==> config.mk <==
export PLATFORM = sky130hd
export DESIGN_NAME = ls191_chain
export DESIGN_NICKNAME = d
export VERILOG_FILES = /design/src/rtl/ls191_chain_pkg.sv /design/src/rtl/ls191_slice.sv /design/src/rtl/ls191_chain.sv
export SDC_FILE = /design/constraint.sdc
export NUM_CORES = 1
export LEC_CHECK = 0
export ABC_CLOCK_PERIOD_IN_PS = 3350
export CORE_MARGIN = 1.5
export CORE_UTILIZATION = 45
export DETAILED_ROUTE_END_ITERATION = 10
export PLACE_DENSITY = 0.83
export SETUP_SLACK_MARGIN = 0.5
export SLEW_MARGIN = 20
export SYNTH_ARGS = -nofsm -noshare
export SYNTH_HDL_FRONTEND = slang
export SYNTH_HIERARCHICAL = 1
export SYNTH_SLANG_ARGS = --single-unit
==> constraint.sdc <==
create_clock -name clk -period 3.35 [get_ports clk]
set_input_delay 0.67 -clock clk [delete_from_list [all_inputs] [get_ports clk]]
set_output_delay 0.67 -clock clk [all_outputs]
set_load 0.05 [all_outputs]
==> src/rtl/ls191_chain_pkg.sv <==
// ---------------------------------------------------------------------------
// ls191_chain_pkg
// Constants shared by the 74LS191-style counter chain and its slices:
//   SLICE_W  - width of one counter slice
//   TERM_UP  - slice value that is terminal when counting up
//   TERM_DN  - slice value that is terminal when counting down
//   DIR_UP / DIR_DN - encoding of the d_u direction input
// ---------------------------------------------------------------------------
package ls191_chain_pkg;

    localparam int         SLICE_W = 4;
    localparam logic [3:0] TERM_UP = 4'hF;
    localparam logic [3:0] TERM_DN = 4'h0;
    localparam logic       DIR_UP  = 1'b0;
    localparam logic       DIR_DN  = 1'b1;

endpackage : ls191_chain_pkg

==> src/rtl/ls191_slice.sv <==
// ---------------------------------------------------------------------------
// ls191_slice
// One 4-bit up/down counter slice modelled on a 74LS191, re-timed onto a
// system clock with a clock enable.
// Ports:
//   clk     - system clock
//   reset   - synchronous active-high reset, acts even when cen is low
//   cen     - clock enable; one asserted cycle emulates one chip clock edge
//   cnt_en  - count enable for this slice (already includes the cascade)
//   d_u     - direction, DIR_UP counts up, DIR_DN counts down
//   n_load  - active-low synchronous parallel load, wins over counting
//   din     - parallel load data
//   q       - slice value
//   term    - combinational terminal-value flag for the current direction
// ---------------------------------------------------------------------------
module ls191_slice
    import ls191_chain_pkg::*;
(
    input  logic               clk,
    input  logic               reset,
    input  logic               cen,
    input  logic               cnt_en,
    input  logic               d_u,
    input  logic               n_load,
    input  logic [SLICE_W-1:0] din,
    output logic [SLICE_W-1:0] q,
    output logic               term
);

    logic [SLICE_W-1:0] q_reg;
    logic [SLICE_W-1:0] q_next;

    always_comb begin
        q_next = q_reg;
        if (!n_load) begin
            q_next = din;
        end else if (cnt_en) begin
            if (d_u == DIR_DN) begin
                q_next = q_reg - 4'd1;
            end else begin
                q_next = q_reg + 4'd1;
            end
        end
    end

    always_ff @(posedge clk) begin
        if (reset) begin
            q_reg <= '0;
        end else if (cen) begin
            q_reg <= q_next;
        end
    end

    // Terminal flag tracks d_u immediately, so a direction change is
    // visible on the flag before the next counting edge.
    assign term = ((d_u == DIR_UP) && (q_reg == TERM_UP)) ||
                  ((d_u == DIR_DN) && (q_reg == TERM_DN));

    assign q = q_reg;

endmodule : ls191_slice

==> src/rtl/ls191_chain.sv <==
// ---------------------------------------------------------------------------
// ls191_chain
// STAGES cascaded 4-bit 74LS191-style slices forming a 4*STAGES-bit
// synchronous up/down counter with parallel load.
// Ports:
//   clk     - system clock
//   reset   - synchronous active-high reset (q -> 0, overrides load)
//   cen     - clock enable, emulates the chip clock edge
//   n_cten  - active-low count enable
//   d_u     - direction: 0 up, 1 down
//   n_load  - active-low synchronous parallel load
//   din     - load data, bits [3:0] belong to the least significant slice
//   q       - counter value
//   max_min - whole-word terminal flag (all-ones up / all-zeros down)
//   n_rco   - active-low one-cen strobe when the whole word rolls over
// ---------------------------------------------------------------------------
module ls191_chain
    import ls191_chain_pkg::*;
#(
    parameter int STAGES = 2
) (
    input  logic                       clk,
    input  logic                       reset,
    input  logic                       cen,
    input  logic                       n_cten,
    input  logic                       d_u,
    input  logic                       n_load,
    input  logic [SLICE_W*STAGES-1:0]  din,
    output logic [SLICE_W*STAGES-1:0]  q,
    output logic                       max_min,
    output logic                       n_rco
);

    // carry[k] is high when every slice below k sits at its terminal value;
    // carry[0] is tied high so the least significant slice always counts.
    logic [STAGES:0]   carry;
    logic [STAGES-1:0] term;

    assign carry[0] = 1'b1;

    generate
        for (genvar gi = 0; gi < STAGES; gi++) begin : g_slice
            ls191_slice u_slice (
                .clk    (clk),
                .reset  (reset),
                .cen    (cen),
                .cnt_en (~n_cten & carry[gi]),
                .d_u    (d_u),
                .n_load (n_load),
                .din    (din[gi*SLICE_W +: SLICE_W]),
                .q      (q[gi*SLICE_W +: SLICE_W]),
                .term   (term[gi])
            );

            assign carry[gi+1] = carry[gi] & term[gi];
        end
    endgenerate

    assign max_min = carry[STAGES];

    // Strobe lasts exactly the enabled cycle in which the word wraps, so it
    // can feed the cen of a further chain; held inactive during reset.
    assign n_rco = ~(max_min & ~n_cten & cen & ~reset);

endmodule : ls191_chain

==> out/qor.yml <==
antenna_left: 0
tightest_slew_ps: 503.4
wirelength_um: 1585
synth-xor-area-share_pct: 8.571
critical_path_depth: 4
holdWs_ps: 536.4
seq_area_sq_um: 160.2
dpl.hpwl_um: 1200
max_slew_margin_pct: 66.33
finalSetupViolCount: 0
yosys_warnings: 6
crit_chain: "clkdlybuf4s50_1, nor2_1, nand3_2, buf_12"
gr-total-overflow: 0
crit_buf_inv: 2
synth.area.top_cells: "dfxtp_1 (26%), xnor2_1 (8.6%), ha_1 (8.2%)"
cts.sinks: 8
synth_top_area_share_pct: 26.12
critPathLaunch: "reset"
maxCapViolCount: 0
globalRouteMet1Util_pct: 28.81
die-area_sq_mm: 0.001593
dp.cells: 111
start_kind: "input port"
start_util_pct: 47.71
post_drt_via_cell_ratio: 5.921
io_pins: 24
synth-compound-area-share_pct: 26.94
synth_top_cell_by_area: "dfxtp_1"
synthSimpleGateAreaFrac_pct: 16.94
fill_cells: 113
die_h_um: 39.91
syn-instance-count: 73
finClkSkew_ps: 13.97
powerDensity_mw_per_mm2: 349.4
cp_top_family: "buffers and inverters"
area.growth.synth_to_final_pct: 47.96
antenna_found_initial: 0
syn_area_sq_um: 613.1
leakage_nw: 0.3598
hp-class: "flop to flop"
fin_crit_ps: 2467
synth.area.mux_share_pct: 0
syn_nets: 93
critPathKind: "input port to output port"
grt_max_degree: 14
use_met2_pct: 35.08
finalPower_mw: 0.3169
pre_cts_slack_ps: 551.7
setup_tns_ps: 0
grt_pass1_wl_um: 2346
largest_reg_flops: 8
status: "finished, final reports clean"
crit_path_end: "n_rco"
path_clk_slew_ps: 50
synth_top_family_by_area: "compound AO/OA/AOI/OAI gates"
rsz0062_at_grt: "false"
hold_start: "g_slice[1].u_slice/q[2]$_SDFFE_PP0P_"
wl_per_cell_um: 13.90
slowest_delay_ps: 610
rows: 13
grt_pass1_vias: 539
nNetsFinal: 121
slew_violations: 0
dpl-instance-area_sq_um: 882.1
r2r_start: "g_slice[0].u_slice/q[3]$_SDFFE_PP0P_"
drc: 0
grt_use_met3_pct: 10.23
htree_num_levels: 1
drtIter0Drc: 15
critPathRequiredTime_ps: 2680
vias: 675
grt_util_all_layers_pct: 22.82
avgSynthCellArea_sq_um: 8.398
crit_path_end_kind: "output port"
yosys.area_share.adder_pct: 14.69
root_buffer: "clkbuf_4"
place.gp.congestion: 0.8834
reg2reg_setup_slack_ps: 1650
num_antenna_cells: 0
cts-buffers-inserted: 3
yosysSeqAreaShare_pct: 26.12
io_buffers: 23
finalHoldViolations: 0
min_period_over_period_pct: 73.64
post-route-util_pct: 70.59
synth_seq_cells: 8
top_usage_layer: "met2"
peakVddDrop_mv: 0.2542
die-width_um: 39.91
max_freq_mhz: 405.3
dr.pass1.iters: 4
ff2ff_path_depth: 7
clock_latency_ps: 260
cts.path.max_buffers: 2
cp_slowest_cell: "clkdlybuf4s50_1"
core-area_sq_mm: 0.001285
fin_cells: 114
multi_input_area_sq_um: 411.6
critPathMaxFanout: 11
synth_cell_types: 24
final_area_sq_um: 907.1
crit_arrival_ps: 1800
drive_gt1_share_pct: 9.091
cts_tree: "yes"
timing.final.ws_setup_ps: 882.9
r2r-end: "g_slice[1].u_slice/q[3]$_SDFFE_PP0P_"
==> worst reg2reg max path: cells and delay by family, from the launching register on <==
| kind | cells | cell delay, ps |
|---|---|---|
| and+or+nand+nor | 3 | 600 |
| DFF | 1 | 370 |
| AOI/OAI and AO/OA | 4 | 620 |
==> where the power goes <==
group	switching (mW)	internal, mW	total (mW)
combinational	0.0697	0.0580	0.128
clock	0.0353	0.0412	0.0765
sequential	0.0104	0.102	0.113
total	0.115	0.202	0.317
==> cells in the mapped netlist (all sizes together) <==
master	n
a21o	2
a21oi	2
a221oi	4
a22oi	2
a32oi	2
and2	1
dfxtp	8
fa	2
ha	4
inv	11
nand2	2
nand3	5
nand4	2
nand4b	2
nor2	3
nor2b	1
nor3	2
o21ai	6
o22ai	4
o2bb2ai	2
xnor2	6
==> worst min path at each step <==
stage	end	slack, ps	cells after the start
floorplan	g_slice[0].u_slice/q[2]$_SDFFE_PP0P_	710	2
global placement	g_slice[1].u_slice/q[2]$_SDFFE_PP0P_	520	2
detailed placement	g_slice[0].u_slice/q[2]$_SDFFE_PP0P_	520	2
CTS	g_slice[0].u_slice/q[2]$_SDFFE_PP0P_	530	2
global route	g_slice[0].u_slice/q[2]$_SDFFE_PP0P_	550	2
finish	g_slice[1].u_slice/q[2]$_SDFFE_PP0P_	540	2
==> final cells by class <==
type | instances | share of cell area, %
timing repair buffer | 23 | 27.86
multi-input combinational | 54 | 45.38
clock buffer | 3 | 2.483
inverter | 11 | 4.552
tap | 15 | 2.069
sequential | 8 | 17.66
==> what timing repair did <==
| action | in CTS | in global routing |
|---|---|---|
| resized for setup | 0 | 1 |
| hold buffers | 0 | 0 |
| setup buffers | 0 | 0 |
| endpoints found under the setup margin | 0 | 1 |
==> metal layers <==
layer,up-vias,routed length [um]
met5,-,0
met2,17,749
met3,0,89
li1,330,-
met1,328,747
met4,0,0
==> cells by family after synthesis <==
family,count (synthesis)
DFF,8
adders and majority gates,6
buffers and inverters,11
AOI/OAI and AO/OA,24
and+or+nand+nor,18
xor gates and xnor gates,6
==> layout by cell type (no fill, tap or decap), types with 4 or more instances in the layout <==
cell type        instances
dfxtp_1                  8
ha_1                     4
o22ai_1                  4
inv_1                    9
o21ai_0                  4
clkdlybuf4s50_1         20
a221oi_1                 4
nand3_1                  4
xnor2_1                  6
(Power assumes the default switching activity.)
